File: config.mk
export PLATFORM = sky130hd
export DESIGN_NAME = wts_timer_scheduler_flat
export DESIGN_NICKNAME = d
export VERILOG_FILES = /design/src/rtl/wts_timer_pkg.sv /design/src/rtl/wts_timer_scheduler_if.sv /design/src/rtl/wts_timer_channel.sv /design/src/rtl/wts_timer_scheduler.sv /design/src/flat_wrapper.sv
export SDC_FILE = /design/constraint.sdc
export NUM_CORES = 1
export LEC_CHECK = 0
export BUFFER_PORTS_ARGS = -buffer_cell sky130_fd_sc_hd__buf_2
export CORE_MARGIN = 2
export CORE_UTILIZATION = 52
export DETAILED_ROUTE_END_ITERATION = 10
export HOLD_SLACK_MARGIN = 0.12
export MAX_ROUTING_LAYER = met4
export PLACE_DENSITY = 0.81
export SETUP_SLACK_MARGIN = 0.1
export SYNTH_ARGS = -nofsm -noshare
export SYNTH_HDL_FRONTEND = slang
export SYNTH_SLANG_ARGS = --single-unit
File: constraint.sdc
create_clock -name clk -period 2.29 [get_ports clk]
set_input_delay 0.458 -clock clk [delete_from_list [all_inputs] [get_ports clk]]
set_output_delay 0.458 -clock clk [all_outputs]
set_load 0.02 [all_outputs]
File: src/rtl/wts_timer_pkg.sv
// wts_timer_pkg
// Shared definitions for the Wave Table Sound timer scheduler:
//   state_t      - per-channel FSM encoding (ST_IDLE / ST_RUN)
//   DEF_CNT_W    - default period counter width
//   DEF_PRE_DIV  - default prescaler division ratio (clk cycles per tick)
package wts_timer_pkg;

  typedef enum logic {
    ST_IDLE = 1'b0,
    ST_RUN  = 1'b1
  } state_t;

  localparam int DEF_CNT_W   = 12;
  localparam int DEF_PRE_DIV = 256;

endpackage

File: src/rtl/wts_timer_scheduler_if.sv
// wts_timer_scheduler_if
// Register-side bundle between the timer register block (master) and the
// timer scheduler (slave).
//   reg_timerN_period  - period in ticks, sampled at load and at auto-reload
//   reg_timerN_load    - one-cycle strobe: load period and start channel N
//   reg_timerN_stop    - one-cycle strobe: stop channel N
//   reg_timerN_repeat  - 1 = auto-reload, 0 = one-shot (sampled at expiry)
//   timerN_trigger     - one-clk expiry pulse to the timer interrupt block
//   timerN_running     - channel N FSM is in RUN
//   timerN_count       - current channel N count for readback
interface wts_timer_scheduler_if
  import wts_timer_pkg::*;
#(
  parameter int CNT_W = DEF_CNT_W
) ();

  logic [CNT_W-1:0] reg_timer1_period;
  logic             reg_timer1_load;
  logic             reg_timer1_stop;
  logic             reg_timer1_repeat;
  logic [CNT_W-1:0] reg_timer2_period;
  logic             reg_timer2_load;
  logic             reg_timer2_stop;
  logic             reg_timer2_repeat;

  logic             timer1_trigger;
  logic             timer2_trigger;
  logic             timer1_running;
  logic             timer2_running;
  logic [CNT_W-1:0] timer1_count;
  logic [CNT_W-1:0] timer2_count;

  modport master (
    output reg_timer1_period, reg_timer1_load, reg_timer1_stop, reg_timer1_repeat,
    output reg_timer2_period, reg_timer2_load, reg_timer2_stop, reg_timer2_repeat,
    input  timer1_trigger, timer2_trigger, timer1_running, timer2_running,
    input  timer1_count, timer2_count
  );

  modport slave (
    input  reg_timer1_period, reg_timer1_load, reg_timer1_stop, reg_timer1_repeat,
    input  reg_timer2_period, reg_timer2_load, reg_timer2_stop, reg_timer2_repeat,
    output timer1_trigger, timer2_trigger, timer1_running, timer2_running,
    output timer1_count, timer2_count
  );

endinterface

File: src/rtl/wts_timer_channel.sv
// wts_timer_channel
// One programmable down-counter consuming the shared prescaler tick.
//   clk, reset   - system clock, synchronous active-high reset
//   tick         - base tick from the shared prescaler
//   period       - period in ticks
//   load, stop   - one-cycle control strobes (stop > load > tick)
//   auto_reload  - 1 = reload on expiry, 0 = one-shot
//   trigger      - registered one-clk expiry pulse
//   running      - FSM is in RUN
//   count        - current count (0 whenever IDLE)
module wts_timer_channel
  import wts_timer_pkg::*;
#(
  parameter int CNT_W = DEF_CNT_W
) (
  input  logic             clk,
  input  logic             reset,
  input  logic             tick,
  input  logic [CNT_W-1:0] period,
  input  logic             load,
  input  logic             stop,
  input  logic             auto_reload,
  output logic             trigger,
  output logic             running,
  output logic [CNT_W-1:0] count
);

  state_t state;

  // NOTE: reset is synchronous, so it is a branch inside the clocked block,
  // not an entry in the sensitivity list.
  always_ff @(posedge clk) begin
    if (reset) begin
      // NOTE: non-blocking assignments throughout, so every decision below
      // sees the pre-edge values of state and count.
      state   <= ST_IDLE;
      count   <= '0;
      trigger <= 1'b0;
    end else begin
      trigger <= 1'b0;
      if (stop) begin
        // Stop wins even over a tick reaching the terminal count.
        state <= ST_IDLE;
        count <= '0;
      end else if (load && (period != '0)) begin
        // Restart from the period; a coincident tick is discarded.
        // A load with period 0 is ignored outright, so the tick still counts.
        state <= ST_RUN;
        count <= period;
      end else if (tick && (state == ST_RUN)) begin
        if (count > CNT_W'(1)) begin
          count <= count - CNT_W'(1);
        end else begin
          trigger <= 1'b1;
          if (auto_reload && (period != '0)) begin
            count <= period;
          end else begin
            state <= ST_IDLE;
            count <= '0;
          end
        end
      end
    end
  end

  // state is itself a flop, so running is a registered output.
  assign running = (state == ST_RUN);

endmodule

File: src/rtl/wts_timer_scheduler.sv
// wts_timer_scheduler
// Periodic trigger generator for the two Wave Table Sound interrupt timers.
// A free-running prescaler produces one tick every PRE_DIV clocks; two
// independent wts_timer_channel instances count those ticks.
//   clk, reset - system clock, synchronous active-high reset
//   bus        - register-side bundle (slave modport): period/load/stop/
//                repeat per timer in, trigger/running/count per timer out
module wts_timer_scheduler
  import wts_timer_pkg::*;
#(
  parameter int PRE_DIV = DEF_PRE_DIV,
  parameter int CNT_W   = DEF_CNT_W
) (
  input  logic                  clk,
  input  logic                  reset,
  wts_timer_scheduler_if.slave  bus
);

  localparam int            PW       = (PRE_DIV > 1) ? $clog2(PRE_DIV) : 1;
  localparam logic [PW-1:0] PRE_LAST = PW'(PRE_DIV - 1);

  logic [PW-1:0] pre_cnt;
  logic          tick;

  // Free-running: load and stop never touch the prescaler, so the first
  // interval after a load depends on its phase.
  always_ff @(posedge clk) begin
    if (reset) begin
      pre_cnt <= '0;
    end else if (tick) begin
      pre_cnt <= '0;
    end else begin
      pre_cnt <= pre_cnt + PW'(1);
    end
  end

  assign tick = (pre_cnt == PRE_LAST);

  wts_timer_channel #(.CNT_W(CNT_W)) u_timer1 (
    .clk         (clk),
    .reset       (reset),
    .tick        (tick),
    .period      (bus.reg_timer1_period),
    .load        (bus.reg_timer1_load),
    .stop        (bus.reg_timer1_stop),
    .auto_reload (bus.reg_timer1_repeat),
    .trigger     (bus.timer1_trigger),
    .running     (bus.timer1_running),
    .count       (bus.timer1_count)
  );

  wts_timer_channel #(.CNT_W(CNT_W)) u_timer2 (
    .clk         (clk),
    .reset       (reset),
    .tick        (tick),
    .period      (bus.reg_timer2_period),
    .load        (bus.reg_timer2_load),
    .stop        (bus.reg_timer2_stop),
    .auto_reload (bus.reg_timer2_repeat),
    .trigger     (bus.timer2_trigger),
    .running     (bus.timer2_running),
    .count       (bus.timer2_count)
  );

endmodule

File: src/flat_wrapper.sv
// flat-port wrapper written by rule: the top's interface ports become plain ports
module wts_timer_scheduler_flat import wts_timer_pkg::*;
#(
  parameter int PRE_DIV = DEF_PRE_DIV,
  parameter int CNT_W   = DEF_CNT_W
)
  (clk, reset, bus_reg_timer1_period, bus_reg_timer1_load, bus_reg_timer1_stop, bus_reg_timer1_repeat, bus_reg_timer2_period, bus_reg_timer2_load, bus_reg_timer2_stop, bus_reg_timer2_repeat, bus_timer1_trigger, bus_timer2_trigger, bus_timer1_running, bus_timer2_running, bus_timer1_count, bus_timer2_count);
  wts_timer_scheduler_if #(.CNT_W(CNT_W)) bus_i ();
  input  logic clk;
  input  logic reset;
  input wire logic [$bits(bus_i.reg_timer1_period)-1:0] bus_reg_timer1_period;
  input wire logic [$bits(bus_i.reg_timer1_load)-1:0] bus_reg_timer1_load;
  input wire logic [$bits(bus_i.reg_timer1_stop)-1:0] bus_reg_timer1_stop;
  input wire logic [$bits(bus_i.reg_timer1_repeat)-1:0] bus_reg_timer1_repeat;
  input wire logic [$bits(bus_i.reg_timer2_period)-1:0] bus_reg_timer2_period;
  input wire logic [$bits(bus_i.reg_timer2_load)-1:0] bus_reg_timer2_load;
  input wire logic [$bits(bus_i.reg_timer2_stop)-1:0] bus_reg_timer2_stop;
  input wire logic [$bits(bus_i.reg_timer2_repeat)-1:0] bus_reg_timer2_repeat;
  output wire logic [$bits(bus_i.timer1_trigger)-1:0] bus_timer1_trigger;
  output wire logic [$bits(bus_i.timer2_trigger)-1:0] bus_timer2_trigger;
  output wire logic [$bits(bus_i.timer1_running)-1:0] bus_timer1_running;
  output wire logic [$bits(bus_i.timer2_running)-1:0] bus_timer2_running;
  output wire logic [$bits(bus_i.timer1_count)-1:0] bus_timer1_count;
  output wire logic [$bits(bus_i.timer2_count)-1:0] bus_timer2_count;
  assign bus_i.reg_timer1_period = bus_reg_timer1_period;
  assign bus_i.reg_timer1_load = bus_reg_timer1_load;
  assign bus_i.reg_timer1_stop = bus_reg_timer1_stop;
  assign bus_i.reg_timer1_repeat = bus_reg_timer1_repeat;
  assign bus_i.reg_timer2_period = bus_reg_timer2_period;
  assign bus_i.reg_timer2_load = bus_reg_timer2_load;
  assign bus_i.reg_timer2_stop = bus_reg_timer2_stop;
  assign bus_i.reg_timer2_repeat = bus_reg_timer2_repeat;
  assign bus_timer1_trigger = bus_i.timer1_trigger;
  assign bus_timer2_trigger = bus_i.timer2_trigger;
  assign bus_timer1_running = bus_i.timer1_running;
  assign bus_timer2_running = bus_i.timer2_running;
  assign bus_timer1_count = bus_i.timer1_count;
  assign bus_timer2_count = bus_i.timer2_count;
  wts_timer_scheduler #(.PRE_DIV(PRE_DIV), .CNT_W(CNT_W)) u_core (.clk(clk), .reset(reset), .bus(bus_i));
endmodule
; ---- Yosys cells after proc, flatten, opt, wreduce, memory -nomap -nowiden
; Index checks and enable logic that the tools add are counted.
[classes]
add_sub_neg = 3
mux = 18
magnitude_cmp = 2
reduce_logical = 17
bitwise_logic = 2
eq_ne = 5
[ops]
columns = op, count
row1 = 12-bit two-way mux, 8
row2 = "12-bit by 1-bit greater-than comparator with 1-bit output, second input constant", 2
row3 = 12-bit nonzero test, 2
row4 = "12-bit by 1-bit subtractor with 12-bit output, second input constant", 2
row5 = 1-bit two-way mux, 10
row6 = "8-bit by 1-bit adder with 8-bit output, second input constant", 1
row7 = "8-bit equality test, second input constant", 1
row8 = "2-bit != test, second input constant", 4
row9 = 4-bit OR reduction, 2
row10 = 1-bit logical AND, 6
row11 = 3-bit AND reduction, 2
row12 = 2-bit OR reduction, 3
row13 = 2-bit nonzero test, 2
row14 = 1-bit NOT, 2
[totals]
register_bits = 36
in_bits = 32

; ---- Longest topological paths before layout
[logic_depth]
ltp_word = 6
depth_mapped = 9
ltp_nobuf = 7

; ---- Modules after synthesis
; A second synthesis with hierarchy kept.
[unflattened]
hier_cells = 298
area_unflattened_um2 = 2459.9
[modules_own_cells]
columns = mod, n_inst, area_each_um2, cells_each
row1 = wts_timer_channel, 2, 1062.3, 130
row2 = wts_timer_scheduler, 1, 335.3, 38

; ---- Worst setup path before layout
; No wires, ideal clock.
[synth_path]
kind = register to register
start = register u_core.u_timer1.count[0]
end = register u_core.u_timer1.count[8]
setup_time_ns = 0.119
t_arrival_ns = 1.888
slack_ns = 0.283
path_stages_with_launch = 9
t_required_ns = 2.171
cell_sequence = dfxtp_1 inv_1 ha_1 nor2_1 and4b_1 clkbuf_1 a21oi_1 nor3b_1 o221a_2
[synth_via]
elab_chain_cells = 4
[synth_rtl]
columns = element, line
row1 = from (decl), wts_timer_channel.sv:25  ; output logic [CNT_W-1:0] count
row2 = from (signal assigned), wts_timer_channel.sv:49  ; count <= period;
row3 = from (signal assigned), wts_timer_channel.sv:52  ; count <= count - CNT_W'(1);
row4 = from (signal assigned), wts_timer_channel.sv:56  ; count <= period;
row5 = 12-bit by 1-bit subtractor with 12-bit output or 12-bit by 1-bit greater-than comparator with 1-bit output (tied branches), "wts_timer_channel.sv:52, wts_timer_channel.sv:51"
row6 = 12-bit two-way mux (*), wts_timer_channel.sv:51  ; if (count > CNT_W'(1)) begin
row7 = 12-bit two-way mux (*), wts_timer_channel.sv:50  ; end else if (tick && (state == ST_RUN)) begin
row8 = 12-bit two-way mux (*), wts_timer_channel.sv:45  ; end else if (load && (period != '0)) begin
; Mark *: on every way between the ends. The rest lies on a longest branch, timed or not. The select of a mux whose other input is x is not followed.
; A chain may end at the register's enable or synchronous reset.

; ---- Final worst setup path
[layout_path]
start = register u_core.u_timer2.count[4]
end = register u_core.u_timer2.count[3]
[layout_via]
elab_chain_cells = 4
[layout_rtl]
columns = element, line
row1 = from (decl), wts_timer_channel.sv:25
row2 = from (signal assigned), wts_timer_channel.sv:49
row3 = from (signal assigned), wts_timer_channel.sv:52
row4 = from (signal assigned), wts_timer_channel.sv:56
row5 = 12-bit by 1-bit greater-than comparator with 1-bit output, wts_timer_channel.sv:51
row6 = 12-bit two-way mux, wts_timer_channel.sv:51
row7 = 12-bit two-way mux, wts_timer_channel.sv:50
row8 = 12-bit two-way mux, wts_timer_channel.sv:45
; Every way passes these cells. The select of a mux whose other input is x is not followed.

==> results by group <==
Finish
  • Commonest non-fill, non-tap cell in the layout: buf_2
  • Fin nets: between 300 and 400
  • Most frequent cells in the layout: buf_2 (59), dfxtp_1 (36), o21ai_0 (23), nor2_1 (22), nand2_1 (18)
  • Final Non-Filler Cells: 391
  • N_diodes: 0
  • FILL cells: 357
  • Layout cells sized above 1: about 28%
  • Final Util: between 60 and 70%
  • Area growth syn-to-layout: 25.0%

Timing
  • Fmax: around 0.49 GHz
  • Crit path time final: 2.06 ns
  • Slew Viols, Final: 0
  • Fin Setup TNS: 0 ns
  • Rel. slew slack: 50.9%
  • Unrepaired setup endpoints after global routing: no
  • Final worst-path cycle share: between 80% and 90%
  • Setup-failing EPs final: 0
  • Hold violation count in the final report: 0
  • Clock Skew: ~0.0095 ns
  • Actual slew at the worst max-slew pin: between 0.7 and 0.8 ns

Critical path
  • R2R Setup Slk: ~0.23 ns
  • Slowest library cell on the worst path: or4_4
  • Crit path buffers/inverters: 1
  • CP Class: reg -> reg
  • Top delay family on crit path: simple AND/OR/NAND/NOR gates
  • Critical path origin: u_core.u_timer2.count[4]
  • Worst EP required: 2.51 ns
  • Critical Path AT: about 2.3 ns
  • Critical Path Sink Type: register
  • Nature of the critical path startpoint: register
  • CP max FO: 17
  • Reg-to-reg startpoint: u_core.u_timer2.count[4]
  • CP peak stage delay: between 0.5 and 0.6 ns
  • CP Cell Sequence: or4_4, nor4_4, buf_12, nand3_1, a21boi_1, o2bb2ai_1
  • Critical path depth: 6
  • RR Endpoint: u_core.u_timer2.count[3]
  • Worst reg-to-reg path cell count: 6
  • Worst Setup EP: u_core.u_timer2.count[3]

Worst hold path
  • Hold path cells: 2
  • Worst hold path type: in -> reg

CTS
  • Worst-path clk slew: roughly 0.07 ns
  • TritonCTS clock tree: yes
  • CTS root buffer: clkbuf_8
  • CTS H-tree depth: 2
  • Clk buf depth: 2
  • Gates resized, CTS repair: 0
  • CTS Sinks: 36
  • Hold buffers post-CTS: 0
  • CTS Buf Count: 5
  • Worst-Skew Late Latency: between 0.2 and 0.3 ns
  • Postcts setup bufs: 0

Floorplanning
  • Die ar.: 4690 µm²
  • Die height: slightly below 70 µm
  • FP Rows: 23
  • Core area: between 4000 and 5000 µm²
  • Initial Utilization: 54.1%
  • Ports: 60
  • Die X: 68.5 µm

Detailed routing
  • Vias: about 2400
  • Via density per instance: approximately 6.2
  • Drt first pass iters: 5
  • Starting DRT DRC Count: around 300
  • Final ANT Viol Nets: 0
  • Met3 wire len: 589 µm
  • Top Metal Used: met4
  • Met2 WL: around 2.8 mm
  • DRC: 0
  • M1 WL: around 2.7 mm
  • Total wire length: between 6 and 7 mm
  • Wire length per cell: 15.8 µm

Flow run
  • Maxcap violations: 0

Placement
  • Placed Instances: about 380
  • GPL Wtd Cong: between 0.9 and 1
  • Placed wire-length estimate: around 4.6 mm
  • PortBufs: 59

Synthesis
  • Cell Area, Synth: ~2200 µm²
  • Net Count, Synth: 305
  • EDFF count, synth: 0
  • Seq/Total Area, Yosys: about a third
  • Seq cells post-synth: 36
  • Ys flop type: dfxtp_1
  • Post-synthesis cell count: between 200 and 300
  • Synth cell types: a little over 50
  • Ys Warns: 0
  • Ys async rst share: 0%
  • Syn Area/Cell: about 8.1 µm²

Power
  • Lkg Pwr: roughly 1.2 nW
  • Pwr/cell area: about 560 nW/µm²
  • Worst VDD drop: between 0.0003 and 0.0004 V

Global route
  • Vias in the first global route: ~2100
  • Initial antenna violation count: 0
  • Largest net degree at the start of global routing: 18
  • Gr usage total: between 20 and 30%
  • GRT Residual Overflow: 0
  • First-pass GRT wire length: just under 10 mm

Run status
  • Status: completed
-- flip-flops by register name (all words and copies together), names as in the netlist --
register and flops:
u_core.u_timer1.count 12, u_core.u_timer2.count 12, u_core.pre_cnt 8, u_core.u_timer1.running 1, u_core.u_timer1.trigger 1, u_core.u_timer2.running 1
u_core.u_timer2.trigger 1
-- synthesized netlist by cell type, types with 5 or more instances --
library cell,instances,share of area (%)
clkbuf_1,7,1.2
nand2_1,18,3.1
inv_1,11,1.9
ha_1,5,2.9
nor4_1,12,3.5
nand3_1,8,1.8
o2bb2ai_1,6,2.4
or4_1,9,3.1
nor2_1,22,3.8
a21oi_1,17,3.9
dfxtp_1,36,33
and3_1,5,1.4
xnor2_1,5,2.0
mux2i_1,6,2.8
o21ai_0,23,5.3
nor3_1,11,2.5
-- cell type report --
type,instances,area [µm²],area share (%)
Sequential cell,36,721,26.6
Inverter,11,41.3,1.53
Tap cell,50,62.6,2.31
Multi-Input combinational cell,211,1360,50.3
Timing Repair Buffer,75,428,15.8
Clock inverter,2,10.0,0.370
Clock buffer,6,82.6,3.05
-- where the power goes --
part,internal [mW],total [mW],switching (mW)
Clock,0.240,0.479,0.239
Combinational,0.163,0.366,0.203
Sequential,0.648,0.677,0.0286
Total,1.05,1.52,0.470
-- how the worst min path moves through the flow --
stage	start	endpoint	slack (ns)
final	bus_reg_timer2_period[7]	u_core.u_timer2.count[7]	0.38
after floorplan	u_core.pre_cnt[0]	u_core.pre_cnt[0]	0.45
after CTS	bus_reg_timer2_period[7]	u_core.u_timer2.count[7]	0.37
after global routing	bus_reg_timer2_period[6]	u_core.u_timer2.count[6]	0.38
after detailed placement	u_core.u_timer2.running	u_core.u_timer2.trigger	0.46
after global placement	u_core.u_timer2.running	u_core.u_timer2.trigger	0.46
-- through the flow --
stage          setup WS [ns]  cell area [µm²]  total power, mW  hold slack, ns
2_1_floorplan          0.283             2160            0.907           0.447
3_3_place_gp          0.0838             2610             1.04           0.461
3_5_place_dp          0.0474             2610             1.05           0.464
4_1_cts                0.246             2700             1.52           0.374
5_1_grt                0.108             2710             1.59           0.380
6_report               0.234             2710             1.52           0.378
-- routing by layer --
layer  vias up  global-route usage [%]
met5         -                       -
met4         0                    10.3
met3        11                    6.82
met2       125                    41.7
met1      1135                    37.8
li1       1171                       -
-- logic make-up after synthesis --
logic type / Yosys count / synth area share (%)
and+or+nand+nor: 113 / 29.7
AOI/OAI and AO/OA: 78 / 23.8
DFF: 36 / 33.3
buffers and inverters: 21 / 3.93
xor gates and xnor gates: 9 / 3.64
muxes: 6 / 2.77
adders and majority gates: 5 / 2.89
Power figures use the tool's default switching activity.
